===== config.mk =====
export PLATFORM = sky130hd
export DESIGN_NAME = calc_entry_sequencer
export DESIGN_NICKNAME = d
export VERILOG_FILES = /design/src/rtl/calc_entry_sequencer.sv
export SDC_FILE = /design/constraint.sdc
export NUM_CORES = 1
export LEC_CHECK = 0
export ABC_AREA = 0
export CORE_UTILIZATION = 40
export CTS_CLUSTER_SIZE = 30
export DETAILED_ROUTE_END_ITERATION = 12
export PLACE_DENSITY = 0.75
export SLEW_MARGIN = 20
export SYNTH_ARGS = -nofsm -noshare
export SYNTH_HDL_FRONTEND = slang
export SYNTH_SLANG_ARGS = --single-unit

===== constraint.sdc =====
create_clock -name clk -period 1.4 [get_ports clk]
set_input_delay 0.28 -clock clk [delete_from_list [all_inputs] [get_ports clk]]
set_output_delay 0.28 -clock clk [all_outputs]
set_load 0.01 [all_outputs]

===== src/rtl/calc_entry_sequencer.sv =====
// calc_entry_sequencer: calculator entry front end.
// Synchronizes and debounces the ENTER/CLEAR buttons, turns each debounced press into a
// one-cycle event, and steps an IDLE -> COLLECT -> DONE sequencer that captures the
// operand/sign/operation switches and issues a one-cycle step strobe per accepted entry.
// Optional feature macro: CALC_DIVZERO_GUARD_EN (refuse divide-by-zero entries in COLLECT).
module calc_entry_sequencer #(
    parameter int DEB_CYCLES = 16,
    parameter int N_OPS      = 4
) (
    input  logic       clk,
    input  logic       rst_n,
    input  logic       enter_btn,
    input  logic       clear_btn,
    input  logic [1:0] sw_num,
    input  logic       sw_sign,
    input  logic [1:0] sw_op,
    output logic [1:0] out_num,
    output logic       out_sign,
    output logic [1:0] out_op,
    output logic       step,
    output logic       first_entry,
    output logic [2:0] entry_idx,
    output logic       done,
    output logic       reject
);
    localparam int CW = $clog2(DEB_CYCLES + 1);

    typedef enum logic [1:0] {
        S_IDLE    = 2'd0,
        S_COLLECT = 2'd1,
        S_DONE    = 2'd2
    } state_t;

    // Button lanes: bit 0 = ENTER, bit 1 = CLEAR
    logic [1:0]    w_raw;
    logic [1:0]    r_sync1;
    logic [1:0]    r_sync2;
    logic [1:0]    r_lvl;
    logic [1:0]    r_lvl_d;
    logic [CW-1:0] r_cnt [2];
    logic [1:0]    w_ev;
    logic          w_ent_ev;
    logic          w_clr_ev;
    logic          w_divzero;

    state_t        r_state;
    state_t        w_state_nxt;
    logic [1:0]    r_num;
    logic [1:0]    r_op;
    logic          r_sign;
    logic          r_step;
    logic          r_first;
    logic          r_reject;
    logic [2:0]    r_idx;
    logic [2:0]    w_idx_nxt;
    logic [2:0]    w_idx_inc;
    logic          w_cap;
    logic          w_step_nxt;
    logic          w_first_nxt;
    logic          w_rej_nxt;

    assign w_raw    = {clear_btn, enter_btn};
    assign w_ev     = r_lvl & ~r_lvl_d;
    assign w_ent_ev = w_ev[0];
    assign w_clr_ev = w_ev[1];

`ifdef CALC_DIVZERO_GUARD_EN
    assign w_divzero = (sw_op == 2'b10) && (sw_num == 2'b00);
`else
    assign w_divzero = 1'b0;
`endif

    // Two-flop synchronizer, debounce counter and level, plus delayed level for edge detect
    always_ff @(posedge clk or negedge rst_n) begin
        if (!rst_n) begin
            r_sync1 <= '0;
            r_sync2 <= '0;
            r_lvl   <= '0;
            r_lvl_d <= '0;
            for (int i = 0; i < 2; i++) begin
                r_cnt[i] <= '0;
            end
        end else begin
            r_sync1 <= w_raw;
            r_sync2 <= r_sync1;
            r_lvl_d <= r_lvl;
            for (int i = 0; i < 2; i++) begin
                if (r_sync2[i] != r_lvl[i]) begin
                    // Level flips once the disagreement has lasted DEB_CYCLES samples
                    if (r_cnt[i] == CW'(DEB_CYCLES - 1)) begin
                        r_lvl[i] <= ~r_lvl[i];
                        r_cnt[i] <= '0;
                    end else begin
                        r_cnt[i] <= r_cnt[i] + CW'(1);
                    end
                end else begin
                    r_cnt[i] <= '0;
                end
            end
        end
    end

    // Sequencer state and held entry registers
    always_ff @(posedge clk or negedge rst_n) begin
        if (!rst_n) begin
            r_state  <= S_IDLE;
            r_num    <= '0;
            r_op     <= '0;
            r_sign   <= 1'b1;
            r_step   <= 1'b0;
            r_first  <= 1'b0;
            r_reject <= 1'b0;
            r_idx    <= '0;
        end else begin
            r_state  <= w_state_nxt;
            r_idx    <= w_idx_nxt;
            r_step   <= w_step_nxt;
            r_first  <= w_first_nxt;
            r_reject <= w_rej_nxt;
            if (w_cap) begin
                r_num  <= sw_num;
                r_sign <= sw_sign;
                r_op   <= sw_op;
            end
        end
    end

    // Next-state and strobe decode; CLEAR has priority over a simultaneous ENTER
    always_comb begin
        w_state_nxt = r_state;
        w_idx_nxt   = r_idx;
        w_idx_inc   = r_idx + 3'd1;
        w_cap       = 1'b0;
        w_step_nxt  = 1'b0;
        w_first_nxt = 1'b0;
        w_rej_nxt   = 1'b0;
        if (w_clr_ev) begin
            w_state_nxt = S_IDLE;
            w_idx_nxt   = '0;
        end else if (w_ent_ev) begin
            case (r_state)
                S_IDLE: begin
                    w_cap       = 1'b1;
                    w_step_nxt  = 1'b1;
                    w_first_nxt = 1'b1;
                    w_idx_nxt   = '0;
                    w_state_nxt = (N_OPS == 0) ? S_DONE : S_COLLECT;
                end
                S_COLLECT: begin
                    if (w_divzero) begin
                        w_rej_nxt = 1'b1;
                    end else begin
                        w_cap      = 1'b1;
                        w_step_nxt = 1'b1;
                        w_idx_nxt  = w_idx_inc;
                        if (w_idx_inc == 3'(N_OPS)) begin
                            w_state_nxt = S_DONE;
                        end
                    end
                end
                default: begin
                    // DONE ignores ENTER entirely
                end
            endcase
        end
    end

    assign out_num     = r_num;
    assign out_sign    = r_sign;
    assign out_op      = r_op;
    assign step        = r_step;
    assign first_entry = r_first;
    assign entry_idx   = r_idx;
    assign done        = (r_state == S_DONE);
    assign reject      = r_reject;

endmodule

==> impl_metrics.ini <==
[finish]
regArea_um2 = 752.0
layout-drive-gt1-share_pct = 22.05
syn_to_final_growth_pct = 27.39
diodes = 0
fillCellCount = 241
nets = 139
multiInputGateArea_um2 = 459.2

[sta]
slew_violations = 0
period_needed_ns = 1.349
fin_crit_sh_pct = 96.37
finalSetupTns_ns = 0
hold_viol = 0
rsz0062_at_grt = no
fmax_mhz = 741.2
finalSetupViolations = 0
fin_skew_ns = 0.006841

[yosys]
yosysTopAreaCell = dfrtp_1
ys_ff_latch = 30
ys_seq_area_share_pct = 61.20
synth_warnings = 0
synth_edf_count = 0
synth_ff_type = dfrtp_1
synthDistinctLibCells = 30
synth_fp_nets = 107
yosys-top-cells-count = dfrtp_1 (29), nor2_1 (10), xor2_1 (7), mux2_4 (5), nand3_1 (5)
synthesis.area_um2 = 1229
synth_cells = 94
synth_area_per_cell_um2 = 13.07
synth_top_area_share_pct = 59.06
synth_area_leaders = dfrtp_1 (59%), mux2_4 (6.1%), xor2_1 (5.0%), ha_1 (4.1%), nor2_1 (3.1%)
synthArstFlopShare_pct = 100.0
yosysMostFrequentCell = dfrtp_1

[outcome]
status = finished, violations left
violations = design-rule violations

[setup_path]
critical_path_arrival_ns = 1.57
required_ns = 1.62
path_class = reg2reg
startpoint_type = flop
worstReg2RegStart = r_state[1]
crit_chain = buf_4 > nor3b_4 > nand2b_4 > mux2_4
cp-end-kind = flop
cp_max_fo = 7
cp_slowest_stage_delay_ns = 0.40
rr_endpoint = out_num[1]
crit_slowest_cell = dfrtp_1
r2r_cells = 4
crit_buf_inv = 1
critPathTopFamily = flip-flops
r2r_slack_ns = 0.05

[power]
powerDensity_nw_per_um2 = 986.3
p_leak_uw = 0.0008379
power_uw = 1544
ir_worst_vdd_v = 0.0004257

[floorplan]
die_x_um = 57.42
coreArea_um2 = 2829
dieArea_um2 = 3297
dieHeight_um = 57.42
start_util_pct = 43.43
rows = 19
pin_count = 21

[grt]
grt_usage_pct = 14.46
grt-ovfl-total = 0
grt_first_pass_wirelength_um = 3443
grt_max_degree = 31
grt_pass1_vias = 830
antenna_found_initial = 0

[clock_tree]
cts_max_level = 2
clock_latency_ns = 0.33
clock_path_buffers = 2
cts_root_buf = clkbuf_4
cts_tree = built
cts_buffers = 5
path_clk_slew_ns = 0.09
hold_buffers = 0
clock_sinks = 30

[routing]
drc = 3
vias = 771
drtIter0Drc = 23
wire_per_inst_um = 12.09
first_pass_iters = 8
viasPerCell = 4.880
drt-total-wl_um = 1910
antenna_left = 0

[worst_hold_path]
hp-class = in2async

[run]
maxCapViolations = 0

[placement]
place_hpwl_um = 1281
gp_congestion = 0.7008
portBuffers = 19
-- flip-flops by register name (all words and copies together) (netlist names) --
signal / cells
r_sync1: 2
r_lvl_d: 2
out_num: 2
out_sign: 1
r_lvl: 2
r_sync2: 2
r_cnt: 10
out_op: 2
entry_idx: 3
first_entry: 1
r_state: 2
step: 1
-- worst max-delay path by stage --
stage                             to  slack, ns        from  depth (start not counted)
after floorplan           out_num[0]       0.09    r_lvl[1]                          4
after global placement          done       0.05  r_state[1]                          2
after detailed placement        done       0.04  r_state[1]                          2
after CTS                 out_num[1]      0.005  r_state[1]                          4
after global routing      out_num[1]      0.002  r_state[1]                          4
final                     out_num[1]       0.05  r_state[1]                          4
-- logic make-up after synthesis --
kind of cell	synth area share (%)
buf+inv	2.443
mux	7.943
compound gates	2.852
other cells	0.3052
fa+ha+maj	4.073
flops	61.20
simple gates	16.19
xor+xnor	4.990
-- layer usage --
layer | routed length [um] | up-vias | track usage [%] | share of wire (%)
met5 | 0 | - | 0 | 0
met4 | 48 | 0 | 7.317 | 2.5
met3 | 138 | 5 | 7.483 | 7.2
met2 | 882 | 23 | 23.09 | 46
met1 | 841 | 364 | 15.69 | 44
li1 | - | 379 | - | -
-- report_power, final --
part	switching (uW)	internal (uW)	leakage [uW]
Clock	283	247	0.0000326
Sequential	16.0	895	0.000392
Combinational	45.8	57.0	0.000413
-- what timing repair did --
action                                  CTS  global route
endpoints found under the setup margin   11             8
pin swaps                                 0             1
hold endpoints to repair                  0             0
gates resized for setup                  13             5
buffers inserted                          4             0
-- metrics by stage --
step                std cells  hold slack, ns  instance area (um2)  worst slack [ns]  utilization (%)
floorplan                  94        -0.01559                 1229           0.09136                -
global placement          146          0.3315                 1485           0.04602            52.50
detailed placement        146          0.3364                 1485           0.03766            52.50
CTS                       158          0.2964                 1563          0.004571            55.24
global route              158          0.2958                 1565          0.002054            55.33
finish                    158          0.3001                 1565           0.05083            55.33
-- cells in the final DEF, fill, tap and decap left out, types with 3 or more instances in the layout --
cell type and count:
nand3_1 5, clkdlybuf4s50_1 8, mux2_4 5, xor2_1 7, nand2_1 3, clkbuf_4 5, nor2_1 10, dlygate4sd2_1 9
buf_4 8, dfrtp_1 29, ha_1 3, and2_1 3
-- cell type report --
type,count,area share (%)
clock buffer,8,3.757
timing repair buffer,28,15.91
sequential,30,48.04
inverter,2,0.4796
multi-input combinational,59,29.34
tap,31,2.478
Power figures use the tool's default switching activity.
